`src/rtl/div_request_sequencer.sv`:
```
// Request FIFO and settle-time sequencer feeding a combinational divider.
// Divide-by-zero requests bypass the divider; results leave in request order.
module div_request_sequencer #(
    parameter int WIDTH  = 4,
    parameter int DEPTH  = 2,
    parameter int SETTLE = 1
) (
    input  logic             clk,
    input  logic             rst_n,
    input  logic             in_valid,
    output logic             in_ready,
    input  logic [WIDTH-1:0] in_dividend,
    input  logic [WIDTH-1:0] in_divisor,
    output logic [WIDTH-1:0] div_dividend,
    output logic [WIDTH-1:0] div_divisor,
    input  logic [WIDTH-1:0] div_quotient,
    input  logic [WIDTH-1:0] div_remainder,
    output logic             out_valid,
    input  logic             out_ready,
    output logic [WIDTH-1:0] out_quotient,
    output logic [WIDTH-1:0] out_remainder,
    output logic             out_div_by_zero,
    output logic             busy,
    output logic [7:0]       done_count
);

    localparam int PW = (DEPTH > 1) ? $clog2(DEPTH) : 1;
    localparam logic [PW:0] FULL = (PW+1)'(DEPTH);
    localparam logic [3:0] SETTLE_M1 = 4'(SETTLE - 1);

    typedef enum logic [1:0] {S_IDLE, S_WAIT, S_HOLD} state_e;

    state_e state_q, state_d;

    logic [WIDTH-1:0] dvd_mem_q [DEPTH];
    logic [WIDTH-1:0] dvs_mem_q [DEPTH];
    logic [PW-1:0]    wr_ptr_q, wr_ptr_d;
    logic [PW-1:0]    rd_ptr_q, rd_ptr_d;
    logic [PW:0]      count_q, count_d;
    logic [3:0]       cnt_q, cnt_d;
    logic [WIDTH-1:0] div_dvd_q, div_dvd_d;
    logic [WIDTH-1:0] div_dvs_q, div_dvs_d;
    logic [WIDTH-1:0] out_quo_q, out_quo_d;
    logic [WIDTH-1:0] out_rem_q, out_rem_d;
    logic             out_valid_q, out_valid_d;
    logic             out_dz_q, out_dz_d;
    logic [7:0]       done_q, done_d;

    logic             push, pop, accept, not_empty, head_zero;
    logic [WIDTH-1:0] head_dvd, head_dvs;

    assign not_empty = (count_q != '0);
    assign head_dvd  = dvd_mem_q[rd_ptr_q];
    assign head_dvs  = dvs_mem_q[rd_ptr_q];
    assign head_zero = (head_dvs == '0);
    assign push      = in_valid && in_ready;
    assign accept    = (state_q == S_HOLD) && out_valid_q && out_ready;
    // HOLD pops on the accepting edge so back-to-back results skip IDLE
    assign pop       = not_empty && ((state_q == S_IDLE) || accept);

    always_ff @(posedge clk or negedge rst_n) begin
        if (!rst_n) begin
            state_q     <= S_IDLE;
            wr_ptr_q    <= '0;
            rd_ptr_q    <= '0;
            count_q     <= '0;
            cnt_q       <= '0;
            div_dvd_q   <= '0;
            div_dvs_q   <= '0;
            out_quo_q   <= '0;
            out_rem_q   <= '0;
            out_valid_q <= 1'b0;
            out_dz_q    <= 1'b0;
            done_q      <= '0;
            for (int i = 0; i < DEPTH; i++) begin
                dvd_mem_q[i] <= '0;
                dvs_mem_q[i] <= '0;
            end
        end else begin
            state_q     <= state_d;
            wr_ptr_q    <= wr_ptr_d;
            rd_ptr_q    <= rd_ptr_d;
            count_q     <= count_d;
            cnt_q       <= cnt_d;
            div_dvd_q   <= div_dvd_d;
            div_dvs_q   <= div_dvs_d;
            out_quo_q   <= out_quo_d;
            out_rem_q   <= out_rem_d;
            out_valid_q <= out_valid_d;
            out_dz_q    <= out_dz_d;
            done_q      <= done_d;
            if (push) begin
                dvd_mem_q[wr_ptr_q] <= in_dividend;
                dvs_mem_q[wr_ptr_q] <= in_divisor;
            end
        end
    end

    always_comb begin
        state_d = state_q;
        unique case (state_q)
            S_IDLE: begin
                if (not_empty) state_d = head_zero ? S_HOLD : S_WAIT;
            end
            S_WAIT: begin
                if (cnt_q == '0) state_d = S_HOLD;
            end
            S_HOLD: begin
                if (accept) begin
                    if (not_empty) state_d = head_zero ? S_HOLD : S_WAIT;
                    else           state_d = S_IDLE;
                end
            end
            default: state_d = S_IDLE;
        endcase
    end

    always_comb begin
        wr_ptr_d    = wr_ptr_q;
        rd_ptr_d    = rd_ptr_q;
        count_d     = count_q;
        cnt_d       = cnt_q;
        div_dvd_d   = div_dvd_q;
        div_dvs_d   = div_dvs_q;
        out_quo_d   = out_quo_q;
        out_rem_d   = out_rem_q;
        out_valid_d = out_valid_q;
        out_dz_d    = out_dz_q;
        done_d      = done_q;

        if (push) wr_ptr_d = wr_ptr_q + PW'(1);
        if (pop)  rd_ptr_d = rd_ptr_q + PW'(1);
        unique case ({push, pop})
            2'b10:   count_d = count_q + (PW+1)'(1);
            2'b01:   count_d = count_q - (PW+1)'(1);
            default: count_d = count_q;
        endcase

        if (state_q == S_WAIT) begin
            if (cnt_q != '0) begin
                cnt_d = cnt_q - 4'd1;
            end else begin
                out_quo_d   = div_quotient;
                out_rem_d   = div_remainder;
                out_dz_d    = 1'b0;
                out_valid_d = 1'b1;
            end
        end

        if (accept) begin
            out_valid_d = 1'b0;
            if (done_q != 8'hFF) done_d = done_q + 8'd1;
        end

        if (pop) begin
            if (head_zero) begin
                out_quo_d   = '1;
                out_rem_d   = head_dvd;
                out_dz_d    = 1'b1;
                out_valid_d = 1'b1;
            end else begin
                div_dvd_d = head_dvd;
                div_dvs_d = head_dvs;
                cnt_d     = SETTLE_M1;
            end
        end
    end

    always_comb begin
        in_ready        = (count_q != FULL);
        busy            = (state_q != S_IDLE) || not_empty;
        div_dividend    = div_dvd_q;
        div_divisor     = div_dvs_q;
        out_valid       = out_valid_q;
        out_quotient    = out_quo_q;
        out_remainder   = out_rem_q;
        out_div_by_zero = out_dz_q;
        done_count      = done_q;
    end

endmodule
```
`config.mk`:
```
export PLATFORM = sky130hd
export DESIGN_NAME = div_request_sequencer
export DESIGN_NICKNAME = d
export VERILOG_FILES = /design/src/rtl/div_request_sequencer.sv
export SDC_FILE = /design/constraint.sdc
export NUM_CORES = 1
export LEC_CHECK = 0
export ABC_AREA = 1
export CORE_ASPECT_RATIO = 0.7
export CORE_MARGIN = 2
export CORE_UTILIZATION = 56
export DETAILED_ROUTE_END_ITERATION = 8
export PLACE_DENSITY = 0.86
export SYNTH_ARGS = -nofsm -noshare
export SYNTH_HDL_FRONTEND = slang
export SYNTH_SLANG_ARGS = --single-unit
```
`constraint.sdc`:
```
create_clock -name clk -period 5.3 [get_ports clk]
set_input_delay 1.06 -clock clk [delete_from_list [all_inputs] [get_ports clk]]
set_output_delay 1.06 -clock clk [all_outputs]
set_load 0.02 [all_outputs]
```
# Word-level counts from Yosys, hierarchy flattened

Index checks and enable logic that the tools add are counted.

Input port bits: 20
Output and inout port bits: 28
Register bits after elaboration: 52

Eq/ne operators: 9
Add/sub/neg operators: 6
Multiplexer cells: 38
Reductions and logical operators: 17
Bitwise operators: 3
Magnitude comparators: 3

Operators with widths:

| cell                                                     | count |
|---|---|
| 2-to-1 mux 4 bit                                         | 19 |
| bitwise mux 8 bit                                        | 2 |
| 2-to-1 mux 2 bit                                         | 5 |
| 2-to-1 mux 1 bit                                         | 9 |
| adder 8 x 1 -> 8 bit, second input constant              | 1 |
| logical NOT 4 bit                                        | 2 |
| inequality test 2 bit, second input constant             | 4 |
| inequality test 8 bit, second input constant             | 1 |
| case mux 2 bit (3 select lines)                          | 1 |
| nonzero test 2 bit                                       | 3 |
| logical AND 1 bit                                        | 5 |
| demux 4 bit (select 1 bit)                               | 1 |
| == test 2 x 1 -> 1 bit, second input constant            | 2 |
| == test 2 bit, second input constant                     | 2 |
| greater-or-equal comparator 2 bit, second input constant | 2 |
| inverter 1 -> 2 bit                                      | 2 |
| case mux 2 bit (2 select lines)                          | 1 |
| AND reduction 2 bit                                      | 2 |
| nonzero test 4 bit                                       | 1 |
| subtractor 4 x 1 -> 4 bit, second input constant         | 1 |
| AND reduction 3 bit                                      | 1 |
| adder 1 bit, second input constant                       | 2 |
| adder 2 x 1 -> 2 bit, second input constant              | 1 |
| logical NOT 2 bit                                        | 1 |
| other kinds (4)                                          | 5 |

# Logic depth before layout (Yosys ltp)

Word-level depth: 9
Depth in mapped cells: 9
Mapped depth without buffers: 8

# Worst setup path before layout

No wires, ideal clock.

Path kind: in2reg
Start: input out_ready
End: register count_q[1]
Data required time: 5.176 ns
Arrival: 2.157 ns
Slack: 3.019 ns
Library setup time: 0.124 ns
Buffers on the path: 1
Cell stages on the path: 9
Cell sequence: nand2_1 -> a21oi_2 -> nand2_2 -> inv_4 -> buf_6 -> ha_1 -> a21oi_1 -> o21ai_0 -> xnor2_1

Word-level cells in the longest chain between the ends: 5

Ends and longest elaborated chain:

| element                                                               | RTL line | RTL |
|---|---|---|
| start, declared                                                       | 19       | `input logic out_ready,` |
| logical AND 1 bit *                                                   | 57       | `assign accept = (state_q == S_HOLD) && out_valid_q && out_ready;` |
| logical OR 1 bit *                                                    | 59       | `assign pop = not_empty && ((state_q == S_IDLE) \|\| accept);` |
| logical AND 1 bit *                                                   | 59       |  |
| == test 2 x 1 -> 1 bit or == test 2 bit (tied branches)               | 133      | `unique case ({push, pop})` |
| case mux 2 bit (2 select lines) or nonzero test 2 bit (tied branches) | n/a      |  |
| end signal, assigned                                                  | 83       | `count_q <= count_d;` |
| end, declared                                                         | 39       | `logic [PW:0] count_q, count_d;` |

Mark *: on every way between the ends. The rest lies on a longest branch, timed or not.
A chain may end at the register's enable or synchronous reset.

# Worst setup path after layout

Start: register count_q[0]
End: output busy

Word-level cells in the longest chain between the ends: 2

Ends and longest elaborated chain:

| element            | RTL line | RTL |
|---|---|---|
| nonzero test 2 bit | 52       | `assign not_empty = (count_q != '0);` |
| logical OR 1 bit   | 171      | `busy = (state_q != S_IDLE) \|\| not_empty;` |
| end, declared      | 23       | `output logic busy,` |

No other way between the ends.

==> flow_summary.ini <==
[status]
status = finished clean

[yosys]
yosysTopAreaCellShare_pct = 51.01
synth.distinct_cells = 33
syn_nets = 314
syn_area_um2 = 2551
synth_edf_count = 0
synth-async-reset-ratio_pct = 100.0
syn_area_per_cell_um2 = 8.767
synth_ff_type = dfrtp_1
yosysWarnings = 0
synth-seq-cells = 52
yosys.area.top_type = dfrtp_1
ys_seq_area_share_pct = 51.01
yosysMostFrequentCell = nand2_1
synth_common_cells = nand2_1, dfrtp_1, inv_1
synth.area.top_cells = dfrtp_1, nand2_1, nand3_1
synth_cells = 291

[cts]
cts_resized = 0
htree_levels = 2
root_buffer = clkbuf_8
cts_buffer_depth = 2
clk_pin_slew_ps = 90
postCtsSetupRepairBufs = 0
numCtsBuffers = 5
clk_latency_ps = 310
holdBufCountCts = 0
cts_sinks = 52
cts_tree = built

[global_routing]
grt_pass1_wl_um = 8687
use_met2_pct = 34.08
grt_busiest_layer = met2
grt_pass1_vias = 1912
antenna_found_initial = 0
grt_max_degree = 53
grt_remaining_overflow = 0
grtUsageMet3_pct = 5.306
grtUsageTotal_pct = 21.80
use_met1_pct = 30.72

[critical_path]
max_stage_delay_ps = 560
critPathArrivalTime_ps = 1650
ff2ff_path_depth = 6
required_ps = 4240
path_delay_family = buffers and inverters
crit_cells = 3
cp_num_buf_inv = 1
critical-path-slowest-cell = clkdlybuf4s50_1
critPathMaxFanout = 5
end_kind = output port
critPathLaunchType = register
crit_type = register to output port
path_cells = nor2_1, nand3_1, clkdlybuf4s50_1

[power_and_ir_drop]
power_density_nw_per_um2 = 645.7
ir_worst_vdd_mv = 0.3355
total_power_w = 0.002025
p_leak_nw = 1.522

[timing]
fmax_ghz = 0.3694
timing.hold.ws_ps = 474.7
hold_violations = 0
drv_slew = 0
fin_crit_sh_pct = 51.08
fin_tns_setup_ps = 0
period_needed_ps = 2707
rsz0062_at_grt = false
slew_headroom_pct = 56.82
worst_pin_slew_ps = 647.6
setup_viol = 0
clock_skew_ps = 4.902

[die]
core.rowCount = 20
io_pins = 48
start_util_pct = 58.59
die_height_um = 60.47
die_area_um2 = 5120
die_w_um = 84.68
core_area_um2 = 4354

[worst_hold_path]
whs_path_depth = 2
holdCritPathClass = register to register

[drt]
firstDrtPassIters = 4
drt_iter0_drc = 109
wl_per_cell_um = 13.16
wl_um = 5224
routed-via-count = 2028
post-route-drc-count = 0
antenna_left = 0
vias_per_cell = 5.108

[place]
dp_hpwl_um = 3791
place_inst = 389
numPortBuffers = 47
gp_congestion = 0.7765

[flow_run]
cap_viol_max_count = 0

[final_layout]
layout.cells.non_filler = 397
drive_above_1_share_pct = 11.70
diodes = 0
final_nets = 364
syn2layout_area_growth_pct = 22.90
## cells in the final DEF, fill, tap and decap left out
cell,instances
inv_4,1
buf_4,1
inv_6,1
clkbuf_8,5
nand3_2,2
nand2_2,2
nor2_2,5
xor2_1,2
clkinv_4,1
nor3_1,1
nand3_4,1
xor2_2,1
nor2_8,1
nand3b_1,3
ha_1,3
clkinv_1,1
mux2_2,7
nand2_8,2
dfrtp_1,52
inv_1,20
clkdlybuf4s50_1,46
nor2_4,2
nand3_1,17
o21a_1,1
buf_2,1
clkinvlp_4,1
xnor2_1,4
nor2_1,8
o21ai_0,16
o21ai_1,1
clkbuf_1,1
nand2_1,123
nand2_4,2
nand4_1,1
a21oi_2,2
inv_2,2
a21oi_1,2
## logic make-up (layout without fill, tap and decap cells)
kind of cell	Yosys count	count (layout)	share of synthesized area, %
AND/OR/NAND/NOR	170	170	31.24
flip-flops	52	52	51.01
buffers and inverters	30	81	5.787
AO/OA/AOI/OAI	22	22	4.708
XOR/XNOR	7	7	2.698
multiplexers	7	7	3.090
adder cells (fa/ha/maj)	3	3	1.471
## routing by layer
layer | routed length [µm] | part of all wire (%) | up-vias
met3 | 201 | 3.8 | 6
met2 | 2392 | 46 | 37
li1 | - | - | 1011
met1 | 2574 | 49 | 974
met4 | 55 | 1.1 | 0
met5 | 0 | 0 | -
## power breakdown
part / total (W) / internal [W] / switching (W)
sequential: 0.000715 / 0.000580 / 0.000135
combinational: 0.00108 / 0.000436 / 0.000646
clock: 0.000228 / 0.0000942 / 0.000134
## through the flow
step	worst slack [ps]	cell area (µm²)	util, %
global route	2491	3136	72.01
finish	2593	3136	72.01
detailed placement	2455	3047	69.97
CTS	2580	3136	72.01
global placement	2488	3047	69.97
floorplan	3019	2551	-
## registers in the layout (all words and copies together), names as in the netlist
register,cells
out_div_by_zero,1
out_remainder,4
done_count,8
div_dividend,4
count_q,2
state_q,2
wr_ptr_q,1
div_divisor,4
dvd_mem_q,8
cnt_q,4
out_valid,1
dvs_mem_q,8
rd_ptr_q,1
out_quotient,4
## tightest hold or removal path, stage by stage, from the launching register on
cell     delay [ps]
dfrtp_1         350
nand2_1          50
nand2_1          40
## cell type report
type | count | area [µm²]
flip-flops and latches | 52 | 1301
fillers | 324 | 1219
multi-input cells | 209 | 1102
repair buffers | 48 | 473.0
inverters | 25 | 101.3
clock buffers | 6 | 72.57
well taps | 55 | 68.82
clock inverters | 2 | 16.27
## final timing paths
path,start,slack [ps],end
setup / recovery,count_q[0]$_DFFE_PN0P_,2590,busy
hold / removal,div_divisor[0]$_DFFE_PN0P_,470,div_divisor[0]$_DFFE_PN0P_
setup reg to reg,cnt_q[0]$_DFF_PN0_,3390,out_valid$_DFF_PN0_
hold reg to reg,div_divisor[0]$_DFFE_PN0P_,470,div_divisor[0]$_DFFE_PN0P_
max in group asynchronous,rst_n,4020,count_q[0]$_DFFE_PN0P_
min in group asynchronous,rst_n,850,dvd_mem_q[4]$_DFFE_PN0P_
Power figures use the tool's default switching activity.
